===== src/rtl/ysyx_22050550_ifu_pkg.sv =====
// Shared types and constants for the instruction fetch unit.
// FSM encoding, NOP filler, bus OKAY code and the lane-select helper.
package ysyx_22050550_ifu_pkg;

  typedef enum logic [2:0] {
    IFU_IDLE = 3'd0,
    IFU_AR   = 3'd1,
    IFU_R    = 3'd2,
    IFU_HOLD = 3'd3,
    IFU_DROP = 3'd4
  } ifu_state_t;

  localparam logic [31:0] NOP       = 32'h0000_0013;
  localparam logic [1:0]  RESP_OKAY = 2'b00;

  function automatic logic [31:0] pick_inst(
    input logic [63:0] line,
    input logic        hi
  );
    return hi ? line[63:32] : line[31:0];
  endfunction

endpackage


===== src/rtl/ysyx_22050550_ifu_linebuf.sv =====
// One-entry 64-bit fetch line buffer: tag/data/valid plus hit compare.
// Ports: clock/reset, fill (tag,data), inval, lookup tag -> hit, line.
module ysyx_22050550_ifu_linebuf
  import ysyx_22050550_ifu_pkg::*;
#(
  parameter int TAG_W  = 61,
  parameter int DATA_W = 64
) (
  input  logic              clock,
  input  logic              reset,
  input  logic              fill,
  input  logic [TAG_W-1:0]  fill_tag,
  input  logic [DATA_W-1:0] fill_data,
  input  logic              inval,
  input  logic [TAG_W-1:0]  look_tag,
  output logic              hit,
  output logic [DATA_W-1:0] line
);

  logic              valid;
  logic [TAG_W-1:0]  tag;
  logic [DATA_W-1:0] data;

  always_ff @(posedge clock) begin
    if (!reset) begin
      valid <= 1'b0;
      tag   <= '0;
      data  <= '0;
    end else if (inval) begin
      valid <= 1'b0;
    end else if (fill) begin
      valid <= 1'b1;
      tag   <= fill_tag;
      data  <= fill_data;
    end
  end

  assign hit  = valid && (tag == look_tag);
  assign line = data;

endmodule


===== src/rtl/ysyx_22050550_ifu.sv =====
// IFU: samples npc, one 64-bit AR/R read, presents {pc,inst,fault} to ID.
// Ports: pc_i/pc_ready_o/redirect_i, AR/R bus, if_* to ID.
// Option: YSYX_22050550_IFU_LINEBUF_EN adds a one-entry line buffer.
module ysyx_22050550_ifu
  import ysyx_22050550_ifu_pkg::*;
#(
  parameter int ADDR_W = 64,
  parameter int DATA_W = 64,
  parameter int INST_W = 32
) (
  input  logic              clock,
  input  logic              reset,
  input  logic [ADDR_W-1:0] pc_i,
  output logic              pc_ready_o,
  input  logic              redirect_i,
  output logic [ADDR_W-1:0] araddr_o,
  output logic              arvalid_o,
  input  logic              arready_i,
  input  logic [DATA_W-1:0] rdata_i,
  input  logic [1:0]        rresp_i,
  input  logic              rvalid_i,
  output logic              rready_o,
  output logic              if_valid_o,
  input  logic              if_ready_i,
  output logic [ADDR_W-1:0] if_pc_o,
  output logic [INST_W-1:0] if_inst_o,
  output logic              if_fault_o
);

  ifu_state_t        state;
  logic [ADDR_W-1:0] pc_q;
  logic [INST_W-1:0] inst_q;
  logic              fault_q;
  logic              arvalid_q;
  logic              rready_q;
  logic              valid_q;
  logic              kill_q;

  logic              r_fire;
  logic              misalign;
  logic              hit;
  logic [DATA_W-1:0] line;

  assign r_fire   = rvalid_i && rready_q;
  assign misalign = pc_i[1:0] != 2'b00;

`ifdef YSYX_22050550_IFU_LINEBUF_EN
  logic fill;
  logic inval;

  // DROP responses still fill: pc_q keeps the address of the read.
  assign fill  = r_fire && (rresp_i == RESP_OKAY);
  assign inval = (state == IFU_IDLE && misalign)
              || (r_fire && rresp_i != RESP_OKAY);

  ysyx_22050550_ifu_linebuf #(
    .TAG_W  (ADDR_W - 3),
    .DATA_W (DATA_W)
  ) u_linebuf (
    .clock     (clock),
    .reset     (reset),
    .fill      (fill),
    .fill_tag  (pc_q[ADDR_W-1:3]),
    .fill_data (rdata_i),
    .inval     (inval),
    .look_tag  (pc_i[ADDR_W-1:3]),
    .hit       (hit),
    .line      (line)
  );
`else
  assign hit  = 1'b0;
  assign line = '0;
`endif

  always_ff @(posedge clock) begin
    if (!reset) begin
      state     <= IFU_IDLE;
      pc_q      <= '0;
      inst_q    <= '0;
      fault_q   <= 1'b0;
      arvalid_q <= 1'b0;
      rready_q  <= 1'b0;
      valid_q   <= 1'b0;
      kill_q    <= 1'b0;
    end else begin
      unique case (state)
        IFU_IDLE: begin
          pc_q   <= pc_i;
          kill_q <= 1'b0;
          if (misalign) begin
            inst_q  <= NOP;
            fault_q <= 1'b1;
            valid_q <= 1'b1;
            state   <= IFU_HOLD;
          end else if (hit) begin
            inst_q  <= pick_inst(line, pc_i[2]);
            fault_q <= 1'b0;
            valid_q <= 1'b1;
            state   <= IFU_HOLD;
          end else begin
            arvalid_q <= 1'b1;
            state     <= IFU_AR;
          end
        end
        IFU_AR: begin
          // arvalid is never withdrawn; remember a redirect seen meanwhile
          if (redirect_i)
            kill_q <= 1'b1;
          if (arready_i) begin
            arvalid_q <= 1'b0;
            rready_q  <= 1'b1;
            state     <= (redirect_i || kill_q) ? IFU_DROP : IFU_R;
          end
        end
        IFU_R: begin
          if (rvalid_i) begin
            rready_q <= 1'b0;
            if (redirect_i) begin
              state <= IFU_IDLE;
            end else begin
              fault_q <= rresp_i != RESP_OKAY;
              inst_q  <= (rresp_i != RESP_OKAY) ? NOP
                       : pick_inst(rdata_i, pc_q[2]);
              valid_q <= 1'b1;
              state   <= IFU_HOLD;
            end
          end else if (redirect_i) begin
            state <= IFU_DROP;
          end
        end
        IFU_HOLD: begin
          if (redirect_i || if_ready_i) begin
            valid_q <= 1'b0;
            state   <= IFU_IDLE;
          end
        end
        IFU_DROP: begin
          if (rvalid_i) begin
            rready_q <= 1'b0;
            state    <= IFU_IDLE;
          end
        end
        default: state <= IFU_IDLE;
      endcase
    end
  end

  assign pc_ready_o = valid_q && if_ready_i && !redirect_i;
  assign araddr_o   = {pc_q[ADDR_W-1:3], 3'b000};
  assign arvalid_o  = arvalid_q;
  assign rready_o   = rready_q;
  assign if_valid_o = valid_q;
  assign if_pc_o    = pc_q;
  assign if_inst_o  = inst_q;
  assign if_fault_o = fault_q;

endmodule

===== config.mk =====
export PLATFORM = sky130hd
export DESIGN_NAME = ysyx_22050550_ifu
export DESIGN_NICKNAME = d
export VERILOG_FILES = /design/src/rtl/ysyx_22050550_ifu_pkg.sv /design/src/rtl/ysyx_22050550_ifu_linebuf.sv /design/src/rtl/ysyx_22050550_ifu.sv
export SDC_FILE = /design/constraint.sdc
export NUM_CORES = 1
export LEC_CHECK = 0
export BUFFER_PORTS_ARGS = -buffer_cell sky130_fd_sc_hd__buf_4
export CAP_MARGIN = 20
export CORE_AREA = 4 4 115 117
export CTS_BUF_LIST = sky130_fd_sc_hd__clkbuf_8
export CTS_CLUSTER_SIZE = 14
export DETAILED_ROUTE_END_ITERATION = 7
export DIE_AREA = 0 0 119 121
export MAX_ROUTING_LAYER = met4
export PLACE_DENSITY = 0.81
export RECOVER_POWER = 50
export SYNTH_ARGS = -nofsm -noshare
export SYNTH_HDL_FRONTEND = slang
export SYNTH_SLANG_ARGS = --single-unit

===== constraint.sdc =====
create_clock -name clock -period 2.28 [get_ports clock]
set_input_delay 0.456 -clock clock [delete_from_list [all_inputs] [get_ports clock]]
set_output_delay 0.456 -clock clock [all_outputs]
set_load 0.05 [all_outputs]

# Word level (Yosys, flattened, before mapping)
# Index checks and enable logic that the tools add are counted.
[classes]
eq_ne = 14
n_mux = 31
n_reduce_logical = 19
[ops]
columns = ["op", "n"]
rows = [
  ["32-bit two-way mux", 5],
  ["32-bit case mux with 2 select lines", 1],
  ["3-bit two-way mux", 6],
  ["2-bit != test (second input constant)", 8],
  ["3-bit case mux with 5 select lines", 1],
  ["1-bit two-way mux", 11],
  ["2-bit nonzero test", 5],
  ["1-bit case mux with 2 select lines", 4],
  ["4-bit AND reduction", 2],
  ["3-bit by 2-bit == test with 1-bit output (second input constant)", 2],
  ["3-bit AND reduction", 2],
  ["5-bit AND reduction", 1],
  ["2-bit two-way mux", 2],
  ["3-bit by 1-bit == test with 1-bit output (second input constant)", 1],
  ["3-bit == test (second input constant)", 1],
  ["3-bit logical NOT", 1],
  ["3-bit != test (second input constant)", 1],
  ["1-bit case mux with 3 select lines", 1],
  ["3-bit nonzero test", 1],
  ["1-bit logical AND", 2],
  ["1-bit logical OR", 2],
  ["2-bit by 1-bit != test with 1-bit output (second input constant)", 1],
  ["2-bit AND reduction", 1],
  ["2-bit OR reduction", 1],
  ["1-bit logical NOT", 1],
]
[totals]
register_bits = 104
out_inout_bits = 165

# Longest topological paths before layout
# Gate-level depths: netlist of the first run.
[depth]
word_depth = 5
ltp_mapped = 6

# Worst setup path after synthesis of the first run
# OpenSTA, ideal clock, no wires.
[synth_timing]
path_type = "input to register"
start = "input redirect_i"
end = "register inst_q[10] (netlist: if_inst_o[10])"
path_buffers = 2
setup_time_ps = 70
path_stages = 6
t_required_ps = 2210
t_arrival_ps = 2082
slack_ps = 128
cell_sequence = "or4b_1 > or4b_4 > or2_1 > buf_2 > buf_6 > o2bb2ai_1"
[synth_between]
elab_chain_len = 2
[synth_lines]
columns = ["item", "line_no", "rtl"]
rows = [
  ["start, declared", "ysyx_22050550_ifu.sv:15", "input logic redirect_i,"],
  ["2-bit != test (no line)", "-", ""],
  ["4-bit AND reduction (no line)", "-", ""],
  ["end signal, assigned", "ysyx_22050550_ifu.sv:96", "inst_q <= pick_inst(line, pc_i[2]);"],
  ["end signal, assigned", "ysyx_22050550_ifu.sv:122", "inst_q <= (rresp_i != RESP_OKAY) ? NOP"],
  ["end, declared", "ysyx_22050550_ifu.sv:32", "logic [INST_W-1:0] inst_q;"],
]
# Every way passes these cells.
# A chain may end at the register's enable or synchronous reset.

# Final worst setup path of the first run
[layout_timing]
start = "register state[1]"
end = "register inst_q[12] (netlist: if_inst_o[12])"
[layout_between]
elab_chain_len = 3
[layout_lines]
columns = ["item", "line_no", "rtl"]
rows = [
  ["start, declared", "ysyx_22050550_ifu.sv:30", "ifu_state_t state;"],
  ["start signal, assigned", "ysyx_22050550_ifu.sv:112", "state <= (redirect_i || kill_q) ? IFU_DROP : IFU_R;"],
  ["3-bit by 2-bit == test with 1-bit output / 3-bit logical NOT (equally long branches)", "ysyx_22050550_ifu.sv:86", "unique case (state)"],
  ["2-bit != test (no line) / 2-bit nonzero test (equally long branches)", "-", ""],
  ["4-bit AND reduction (no line)", "-", ""],
]
# Parallel ways exist; a longest one is shown, timed or not.

==> results by group, run 1 <==
Outcome
  • Status: finished clean

Clock tree
  • Root Buffer Master: sky130_fd_sc_hd__clkbuf_8
  • Hold buffer count at cts: 0
  • Clock-pin slew of the registers on the worst-case setup and hold paths: 0.10 ns
  • Clock tree from TritonCTS: yes
  • Number of H-tree levels: 3
  • Number of buffers added by the clock tree synthesis step: 9
  • Quantity of gates resized following cts: 0
  • Number of clock sinks: 104
  • Buffer levels on the longest clock path: 2
  • Number of buffers added for setup after CTS: 0
  • Clock insertion delay at the later pin of the skew report: 0.37 ns

Logic synthesis
  • Post-synth EDFFs: 0
  • Fraction of the yosys area taken by sequential cells: 0.4714
  • Number of synthesis warnings: 0
  • Cells after synthesis: 506
  • Number of synthesized register bits: between 100 and 150
  • Leading cell types by count after synthesis: sky130_fd_sc_hd__nand2_1, sky130_fd_sc_hd__dfxtp_1, sky130_fd_sc_hd__a21oi_1, sky130_fd_sc_hd__buf_4, sky130_fd_sc_hd__mux2i_1
  • Most used flip-flop cell after synthesis: sky130_fd_sc_hd__dfxtp_1
  • Most numerous cell in the Yosys netlist: sky130_fd_sc_hd__nand2_1
  • Yosys top cell area share: 0.4714
  • Post-synth top area cell: sky130_fd_sc_hd__dfxtp_1
  • Post-synthesis average cell area: 8.729 sq um
  • Synth async-reset ratio: 0
  • Post-synthesis instance area: 4417 sq um
  • Top post-synthesis cells by area: sky130_fd_sc_hd__dfxtp_1, sky130_fd_sc_hd__nand2_1, sky130_fd_sc_hd__buf_4
  • Number of distinct library cells after synthesis: 34

Timing
  • Final total negative setup slack: 0 ns
  • Achievable clock frequency: 473.4 MHz
  • Part of the cycle the worst path needs: 0.9265
  • Clock tree skew after final layout: 0.01125 ns
  • Setup violations, final: 0
  • Slew Viols, Final: 0
  • Post-layout minimum cycle time: 2.112 ns
  • Worst slew slack as a fraction of its limit: 0.3812
  • Final-report hold violation count: 0
  • Worst-Margin Slew: between 0.9 and 1 ns
  • Unrepaired setup endpoints after global routing: no

Finish
  • Count of filler cells inserted in the layout: 1263
  • Area Overhead vs Synth: 38.02%
  • Fraction of layout instances using a drive strength above 1: 0.2900
  • Final core occ: 0.4931
  • NumNets Final: 869
  • Layout Cell Area excl Fill: approximately 6000 sq um

Place
  • Number of buffer cells added on primary ports: 297
  • Area post-placement: 6399 sq um
  • Placed wire-length estimate after detailed placement: 10.52 mm
  • Last weighted congestion value of the routability-driven placer: 0.8421

Setup path
  • CP Launch Point: state[1]
  • List of cells traversed by the critical path: or4b_1, or4b_4, or2_1, buf_12, o2bb2ai_1
  • Reg2reg start: state[1]
  • Crit-path max cell delay: 0.49 ns
  • Worst Path Arrival: roughly 2.4 ns
  • Crit-path max FO: 29
  • Slowest CP cell: sky130_fd_sc_hd__or4b_1
  • Required arrival time at the worst endpoint: 2.58 ns
  • Depth of the worst register-to-register path: 5
  • CP startpoint kind: flip-flop
  • Crit path capture type: flip-flop
  • Setup Crit Path Kind: reg -> reg

Pwr
  • P_leak: 2.552 nW
  • Proportion of power drawn by the clock network: 0.146
  • Fraction of power consumed by sequential logic: 0.321
  • Worst vdd rail ir drop: 0.0006440 V
  • Final Total Pwr: 7.553 mW
  • Pwr per Cell Area: 1239 nW/um^2
  • Internal power summed over all cells: 3.544 mW
  • Part of the total power dissipated in combinational logic: 0.533
  • Switching portion of total power: 0.5307
  • Switching power: 4.008 mW

Floorplanning
  • Total die area: 14400 sq um
  • Die X-Extent: between 100 and 150 microns
  • Number of standard-cell rows in the floorplan: around 40
  • Vert. Die Dim: 121 microns
  • Effective utilization at floorplan: 0.3573
  • Area of the core region: 12360 sq um
  • Number of I/O pins: roughly 300

Detailed routing
  • DR vias: approximately 4200
  • Post-route DRC: 0
  • Routed len/inst: 14.93 microns
  • Iter 0 DRT Violations: between 200 and 300
  • WL final: between 10 and 15 mm
  • 1st-pass router iterations: 6
  • Via density per instance: 4.660
  • Detail Route Antenna Nets: 0

Min path
  • Hold path startpoint: pc_i[32]
  • Worst min-delay path class: in -> reg
  • Hold-critical path depth: 3

GRT
  • Routing layer with the top usage in global route: met2
  • Met1 capacity usage during global routing: 0.2196
  • Largest net degree at the start of global routing: 49
  • Overall Global Routing Usage: 0.1839
  • Number of antenna violations at the first check in global routing: 1
  • Number of global-route vias before repair: 4034
  • Global routing met2 resource utilization: 0.3048
  • Grt met3 use: 0.04242
  • GR Overflow Total: 0
  • Global-route wire length before repair: 20.69 mm

Flow run
  • MaxCap Viol Count: 0
[power by group through the flow]
stage	sequential, mW	combinational (mW)	clock (mW)
after detailed placement	2.48	4.44	0
after global placement	2.47	4.39	0
final	2.43	4.02	1.10
after floorplan	3.46	2.33	0
after global routing	2.48	4.26	1.22
after CTS	2.44	4.43	1.16
[worst max-delay path, delay by kind of cell (launching register included)]
kind / cells / cell delay (ns)
AOI/OAI and AO/OA: 1 / 0.16
buffers and inverters: 1 / 0.17
DFF: 1 / 0.46
and+or+nand+nor: 3 / 1.23
[logic make-up after synthesis]
logic type	share of synthesized area
xor gates and xnor gates	0.001983
muxes	0.07790
and+or+nand+nor	0.1436
AOI/OAI and AO/OA	0.1612
buffers and inverters	0.1431
DFF	0.4714
other	0.0008490
[layout by cell type (no fill, tap or decap), drive strengths merged, types with 2 or more instances in the layout]
master / n
buf: 181
clkbuf: 142
nand2: 129
dfxtp: 104
a21oi: 67
mux2i: 31
o2bb2ai: 29
nor2: 7
nor3: 6
inv: 6
o221a: 4
nand2b: 3
mux2: 3
o21ai: 3
conb: 3
o31ai: 2
nor3b: 2
or4b: 2
clkinv: 2
[flip-flops by register name, summed over array words and instances, names as in the netlist]
| register | count |
|---|---|
| rready_o | 1 |
| kill_q | 1 |
| state | 3 |
| if_valid_o | 1 |
| if_pc_o | 64 |
| arvalid_o | 1 |
| if_inst_o | 32 |
| if_fault_o | 1 |
[stage by stage]
step                instances  hold WS (ns)  setup WS [ns]
floorplan                 508        0.4961         0.1281
CTS                       910        0.2808         0.1703
global placement          893        0.4448       0.003045
detailed placement        894        0.4494        0.05920
global route              911        0.2942        0.03829
finish                    911        0.3147         0.1677
[layer usage]
layer	part of all wire	routed length (microns)	vias up
li1	-	-	2091
met1	0.41	5575	1927
met2	0.49	6705	211
met3	0.079	1075	16
met4	0.018	241	0
met5	0	0	-
[path summary, 6_finish.rpt]
kind | endpoint | slack (ns)
max | if_inst_o[12] | 0.17
min | if_pc_o[32] | 0.31
max reg2reg | if_inst_o[12] | 0.17
min reg2reg | if_pc_o[1] | 0.46
[area by class of cell]
cell class / count / area [sq um] / share of cell area
antenna: 1 / 2.502 / 0.0004105
inverter: 3 / 11.26 / 0.001847
sequential: 104 / 2083 / 0.3417
tap: 172 / 215.2 / 0.03530
clock inverter: 6 / 50.05 / 0.008210
clock buffer: 10 / 137.6 / 0.02258
multi-input combinational: 302 / 1719 / 0.2820
timing repair buffer: 313 / 1877 / 0.3079
(Power assumes the default switching activity.)
==> run 2: changes to the inputs <==
--- a/config.mk
+++ b/config.mk
@@ -13,7 +13,7 @@
 export DETAILED_ROUTE_END_ITERATION = 7
 export DIE_AREA = 0 0 119 121
 export MAX_ROUTING_LAYER = met4
-export PLACE_DENSITY = 0.81
+export PLACE_DENSITY = 0.74
 export RECOVER_POWER = 50
 export SYNTH_ARGS = -nofsm -noshare
 export SYNTH_HDL_FRONTEND = slang
==> results by group, run 2 (synthesis results as in run 1) <==
Finish
  • NumNets Final: 866
  • Leading cell type in the layout, fill and taps excluded: sky130_fd_sc_hd__buf_4
  • Final cell count without fillers: approximately 900
  • Area Overhead vs Synth: 36.66%
  • N_diodes: 0
  • Most frequent cells in the layout: sky130_fd_sc_hd__buf_4, sky130_fd_sc_hd__clkbuf_1, sky130_fd_sc_hd__nand2_1
  • Max FFs per register: 64
  • Fraction of layout instances using a drive strength above 1: 0.2820

Pwr
  • Part of the total power dissipated in combinational logic: 0.540
  • Switching portion of total power: 0.5313
  • Switching power: 3.908 mW
  • Worst vdd rail ir drop: roughly 0.00046 V
  • Internal power summed over all cells: between 3 and 4 mW
  • Final Total Pwr: 7.356 mW
  • Pwr per Cell Area: about 1200 nW/um^2
  • Proportion of power drawn by the clock network: 0.130
  • P_leak: 2.526 nW
  • Fraction of power consumed by sequential logic: 0.330

Floorplanning
  • Number of standard-cell rows in the floorplan: around 40
  • Total die area: roughly 14000 sq um
  • Area of the core region: 12360 sq um
  • Die X-Extent: 119 microns
  • Effective utilization at floorplan: 0.3573
  • Number of I/O pins: about 300
  • Vert. Die Dim: 121 microns

Place
  • Last weighted congestion value of the routability-driven placer: 0.8028
  • Number of cells after detailed placement: 890
  • Placement Setup Slack: -0.0009546 ns
  • Placed wire-length estimate after detailed placement: ~10 mm
  • Number of buffer cells added on primary ports: just under 300

GRT
  • Largest net degree at the start of global routing: 68
  • Global-route wire length before repair: 20.25 mm
  • Overall Global Routing Usage: 0.1761
  • Number of global-route vias before repair: between 4000 and 5000
  • GR Overflow Total: 0
  • Number of antenna violations at the first check in global routing: 0

Setup path
  • Worst Path Arrival: 2.33 ns
  • Slowest CP cell: sky130_fd_sc_hd__or4b_1
  • Crit path max-delay family: simple AND/OR/NAND/NOR gates
  • Reg2reg start: state[2]
  • Crit path capture type: flip-flop
  • Depth of the worst register-to-register path: 5
  • Terminus of the critical flop-to-flop path: if_inst_o[28]
  • Setup Crit Path Kind: reg -> reg
  • CP startpoint kind: flip-flop
  • Crit-path max FO: 29
  • Crit-path max cell delay: 0.56 ns
  • Required arrival time at the worst endpoint: 2.56 ns
  • Worst Path Buf+Inv: 1
  • List of cells traversed by the critical path: or4b_1, or4b_4, or2_1, buf_12, o2bb2ai_1
  • Reg2reg setup slack: between 0.2 and 0.25 ns

Detailed routing
  • Met2 wire len: 6.731 mm
  • Iter 0 DRT Violations: 177
  • Via density per instance: 4.615
  • Met3 WL post-DR: about 1.1 mm
  • Detail Route Antenna Nets: 0
  • WL final: 13.13 mm
  • Metal1 wirelength: 5.108 mm
  • DR vias: about 4200
  • Uppermost signal routing layer after detailed routing: met4
  • Post-route DRC: 0
  • 1st-pass router iterations: 4
  • Routed len/inst: about 14 microns

Timing
  • Achievable clock frequency: between 400 and 500 MHz
  • Clock tree skew after final layout: 0.01151 ns
  • Worst-Margin Slew: 0.7365 ns
  • WHS: 0.3426 ns
  • Slew Viols, Final: 0
  • Part of the cycle the worst path needs: 0.8978
  • Post-layout minimum cycle time: 2.047 ns
  • Unrepaired setup endpoints after global routing: no
  • Setup violations, final: 0
  • Worst slew slack as a fraction of its limit: 0.5090
  • Final total negative setup slack: 0 ns
  • Final-report hold violation count: 0
  • Final setup slack of the worst path: 0.2331 ns

Clock tree
  • Quantity of gates resized following cts: 0
  • Root Buffer Master: sky130_fd_sc_hd__clkbuf_8
  • Number of buffers added for setup after CTS: 0
  • Clock-pin slew of the registers on the worst-case setup and hold paths: 0.09 ns
  • Clock insertion delay at the later pin of the skew report: 0.35 ns
  • Clock tree from TritonCTS: yes
  • Hold buffer count at cts: 0
  • Number of buffers added by the clock tree synthesis step: 9
  • Buffer levels on the longest clock path: 2
  • Number of clock sinks: approximately 100
  • Number of H-tree levels: 3

Min path
  • Hold-critical path depth: 3
  • Destination of the worst hold path: if_pc_o[57]
  • Hold path startpoint: pc_i[57]
  • Worst min-delay path class: in -> reg

Outcome
  • Status: finished clean

Flow run
  • MaxCap Viol Count: 0
==> run 2: area by class of cell <==
| class | count | area, sq um |
|---|---|---|
| Fill cell | 1257 | 6327 |
| Clock buffer | 9 | 123.9 |
| Clock inverter | 6 | 30.03 |
| Multi-Input combinational cell | 302 | 1719 |
| Tap cell | 172 | 215.2 |
| Inverter | 3 | 11.26 |
| Sequential cell | 104 | 2083 |
| Timing Repair Buffer | 310 | 1853 |
==> run 2: worst max path at each step <==
stage	cells past startpoint	startpoint	to	slack, ns
6_report	5	state[2]	if_inst_o[28]	0.23
5_1_grt	5	state[1]	if_pc_o[40]	0.11
4_1_cts	5	state[2]	if_inst_o[28]	0.22
3_5_place_dp	5	pc_i[0]	if_inst_o[28]	-0.001
3_3_place_gp	6	redirect_i	if_inst_o[13]	0.08
2_1_floorplan	6	redirect_i	if_inst_o[10]	0.13
==> run 2: worst min-delay path, stage by stage <==
cell and delay, ns:
sky130_fd_sc_hd__buf_4 0.11, sky130_fd_sc_hd__nand2_1 0.04, sky130_fd_sc_hd__a21oi_1 0.05
==> run 2: layer usage <==
layer | vias up | GRT usage
li1 | 2081 | -
met1 | 1898 | 0.1958
met2 | 187 | 0.3084
met3 | 15 | 0.04476
met4 | 0 | 0.06010
met5 | - | -
==> run 2: through the flow <==
stage | cell area, sq um | utilization
4_1_cts | 6515 | 0.5270
2_1_floorplan | 4424 | -
6_report | 6036 | 0.4882
5_1_grt | 6036 | 0.4882
3_3_place_gp | 6361 | 0.5145
3_5_place_dp | 6361 | 0.5145
==> run 2: power by group through the flow <==
stage          sequential (mW)  combinational [mW]  clock (mW)
2_1_floorplan             3.46                2.33           0
3_3_place_gp              2.46                4.34           0
4_1_cts                   2.44                4.38        1.01
5_1_grt                   2.48                4.22        1.08
6_report                  2.43                3.97       0.958
3_5_place_dp              2.48                4.37           0
==> run 3: changes to the inputs <==
--- a/config.mk
+++ b/config.mk
@@ -5,16 +5,19 @@
 export SDC_FILE = /design/constraint.sdc
 export NUM_CORES = 1
 export LEC_CHECK = 0
+export ABC_AREA = 1
 export BUFFER_PORTS_ARGS = -buffer_cell sky130_fd_sc_hd__buf_4
 export CAP_MARGIN = 20
-export CORE_AREA = 4 4 115 117
+export CORE_MARGIN = 4
+export CORE_UTILIZATION = 40
 export CTS_BUF_LIST = sky130_fd_sc_hd__clkbuf_8
 export CTS_CLUSTER_SIZE = 14
 export DETAILED_ROUTE_END_ITERATION = 7
-export DIE_AREA = 0 0 119 121
+export HOLD_SLACK_MARGIN = 0.06
 export MAX_ROUTING_LAYER = met4
-export PLACE_DENSITY = 0.74
+export PLACE_DENSITY = 0.79
 export RECOVER_POWER = 50
 export SYNTH_ARGS = -nofsm -noshare
 export SYNTH_HDL_FRONTEND = slang
 export SYNTH_SLANG_ARGS = --single-unit
+export TNS_END_PERCENT = 50
==> results by group, run 3 <==
Outcome
  • Status: finished clean

Setup path
  • Depth of the worst register-to-register path: 6
  • Terminus of the critical flop-to-flop path: if_inst_o[0]
  • Setup Crit Path Kind: reg -> out
  • CP startpoint kind: flip-flop
  • List of cells traversed by the critical path: clkbuf_1
  • Crit-path max cell delay: 0.52 ns
  • Crit-path max FO: 3
  • Crit path capture type: output pin
  • Worst Path Arrival: 1.26 ns
  • Slowest CP cell: sky130_fd_sc_hd__clkbuf_1
  • Reg2reg setup slack: 0.63 ns
  • Crit path max-delay family: buffers and inverters
  • Required arrival time at the worst endpoint: 1.82 ns
  • Worst Path Buf+Inv: 1
  • Reg2reg start: state[1]

Pwr
  • P_leak: ~2.8 nW
  • Worst vdd rail ir drop: 0.0007105 V
  • Pwr per Cell Area: ~1600 nW/um^2

Timing
  • Post-layout minimum cycle time: 1.721 ns
  • Slew Viols, Final: 0
  • Unrepaired setup endpoints after global routing: no
  • Worst slew slack as a fraction of its limit: 0.5211
  • Clock tree skew after final layout: 0.01267 ns
  • Part of the cycle the worst path needs: 0.7547
  • Worst-Margin Slew: 0.7214 ns
  • Achievable clock frequency: 581.1 MHz
  • Final total negative setup slack: 0 ns
  • Final-report hold violation count: 0
  • WHS: approximately 0.32 ns
  • Setup violations, final: 0

Detailed routing
  • Via density per instance: 4.855
  • 1st-pass router iterations: 6
  • Detail Route Antenna Nets: 0
  • Post-route DRC: 0
  • WL final: 15.34 mm
  • DR vias: roughly 5000
  • Routed len/inst: 14.82 microns
  • Iter 0 DRT Violations: around 380

Clock tree
  • Clock-pin slew of the registers on the worst-case setup and hold paths: 0.10 ns
  • Buffer levels on the longest clock path: 2
  • Quantity of gates resized following cts: 0
  • Number of buffers added by the clock tree synthesis step: 9
  • Number of H-tree levels: 3
  • Number of clock sinks: around 100
  • Number of buffers added for setup after CTS: 0
  • Clock tree from TritonCTS: yes
  • Root Buffer Master: sky130_fd_sc_hd__clkbuf_8
  • Clock insertion delay at the later pin of the skew report: 0.36 ns
  • Hold buffer count at cts: 0

Place
  • Placed wire-length estimate after detailed placement: about 12 mm
  • Number of buffer cells added on primary ports: around 300
  • Last weighted congestion value of the routability-driven placer: 0.9277
  • Area post-placement: 6644 sq um
  • Number of cells after detailed placement: 1018

Logic synthesis
  • Most numerous cell in the Yosys netlist: sky130_fd_sc_hd__nor2_1
  • Cells after synthesis: 674
  • Post-synth EDFFs: 0
  • Yosys top cell area share: 0.4299
  • Number of synthesis warnings: 0
  • Fraction of the yosys area taken by sequential cells: 0.4299
  • Leading cell types by count after synthesis: sky130_fd_sc_hd__nor2_1, sky130_fd_sc_hd__dfxtp_1, sky130_fd_sc_hd__o21ai_0, sky130_fd_sc_hd__buf_4, sky130_fd_sc_hd__nand3_1
  • Post-synth top area cell: sky130_fd_sc_hd__dfxtp_1
  • Most used flip-flop cell after synthesis: sky130_fd_sc_hd__dfxtp_1
  • Post-synthesis average cell area: 7.186 sq um
  • Post-synthesis instance area: slightly below 5000 sq um
  • Top post-synthesis cells by area: sky130_fd_sc_hd__dfxtp_1, sky130_fd_sc_hd__buf_4, sky130_fd_sc_hd__nor2_1
  • Synth async-reset ratio: 0
  • Number of distinct library cells after synthesis: 22
  • Number of synthesized register bits: 104

Floorplanning
  • Die X-Extent: 118.0 microns
  • Number of standard-cell rows in the floorplan: 39
  • Total die area: 13930 sq um
  • Vert. Die Dim: 118.0 microns
  • Effective utilization at floorplan: 0.4170
  • Number of I/O pins: about 300
  • Area of the core region: about 12000 sq um

Min path
  • Worst min-delay path class: in -> reg
  • Destination of the worst hold path: if_pc_o[14]
  • Hold path startpoint: pc_i[14]
  • Hold-critical path depth: 3

GRT
  • Number of antenna violations at the first check in global routing: 1
  • Global-route wire length before repair: 23.40 mm
  • GR Overflow Total: 0
  • Largest net degree at the start of global routing: 66
  • Number of global-route vias before repair: 4631
  • Overall Global Routing Usage: 0.2112

Finish
  • Fraction of layout instances using a drive strength above 1: 0.2278
  • Most frequent cells in the layout: sky130_fd_sc_hd__buf_4, sky130_fd_sc_hd__nor2_1, sky130_fd_sc_hd__clkbuf_1
  • Layout Cell Area excl Fill: between 6000 and 7000 sq um
  • Final cell count without fillers: approximately 1000
  • Max FFs per register: 64
  • NumNets Final: slightly above 1000
  • Final core occ: 0.5462
  • Leading cell type in the layout, fill and taps excluded: sky130_fd_sc_hd__buf_4
  • Area Overhead vs Synth: 30.97%

Flow run
  • MaxCap Viol Count: 0
run 3: stage by stage:
| step | power [mW] | setup WS, ns |
|---|---|---|
| 2_1_floorplan | 8.513 | 0.4427 |
| 3_3_place_gp | 9.950 | 0.6564 |
| 3_5_place_dp | 10.04 | 0.6103 |
| 4_1_cts | 11.12 | 0.5452 |
| 5_1_grt | 11.06 | 0.4461 |
| 6_report | 10.46 | 0.5592 |
run 3: worst reg2reg max path: cells and delay by family, from the launching register on:
kind / cells / cell delay, ns
AOI/OAI and AO/OA: 2 / 0.21
buffers and inverters: 2 / 0.42
DFF: 1 / 0.58
and+or+nand+nor: 2 / 0.31
run 3: how the worst max path moves through the flow:
| stage | start | to | slack (ns) | cells after the start |
|---|---|---|---|---|
| 2_1_floorplan | if_valid_o | pc_ready_o | 0.44 | 2 |
| 3_3_place_gp | redirect_i | if_inst_o[11] | 0.66 | 6 |
| 3_5_place_dp | redirect_i | if_inst_o[10] | 0.61 | 6 |
| 4_1_cts | if_pc_o[2] | if_pc_o[2] | 0.55 | 1 |
| 5_1_grt | state[1] | if_inst_o[0] | 0.45 | 6 |
| 6_report | if_pc_o[24] | if_pc_o[24] | 0.56 | 1 |
run 3: cell families after synthesis:
family	share of synthesized area
AND/OR/NAND/NOR	0.2449
flip-flops	0.4299
other	0.0007743
buffers and inverters	0.1811
AO/OA/AOI/OAI	0.1434
run 3: power by group:
group	switching [mW]	total (mW)	internal, mW
clock network	0.617	1.10	0.486
logic	5.16	6.49	1.34
registers	0.501	2.86	2.36
total	6.27	10.5	4.19
run 3: layer usage:
layer	share of wire	vias up	GRT usage
li1	-	2523	-
met1	0.39	2263	0.2274
met2	0.52	227	0.3877
met3	0.078	12	0.04950
met4	0.011	0	0.05788
met5	0	-	-
run 3: final cells by class:
class | instances | area, sq um
Antenna cell | 1 | 2.502
Clock buffer | 12 | 165.2
Clock inverter | 4 | 27.53
Fill cell | 1275 | 5270
Inverter | 44 | 165.2
Multi-Input combinational cell | 419 | 1892
Sequential cell | 104 | 2083
Tap cell | 143 | 178.9
Timing Repair Buffer | 308 | 1829
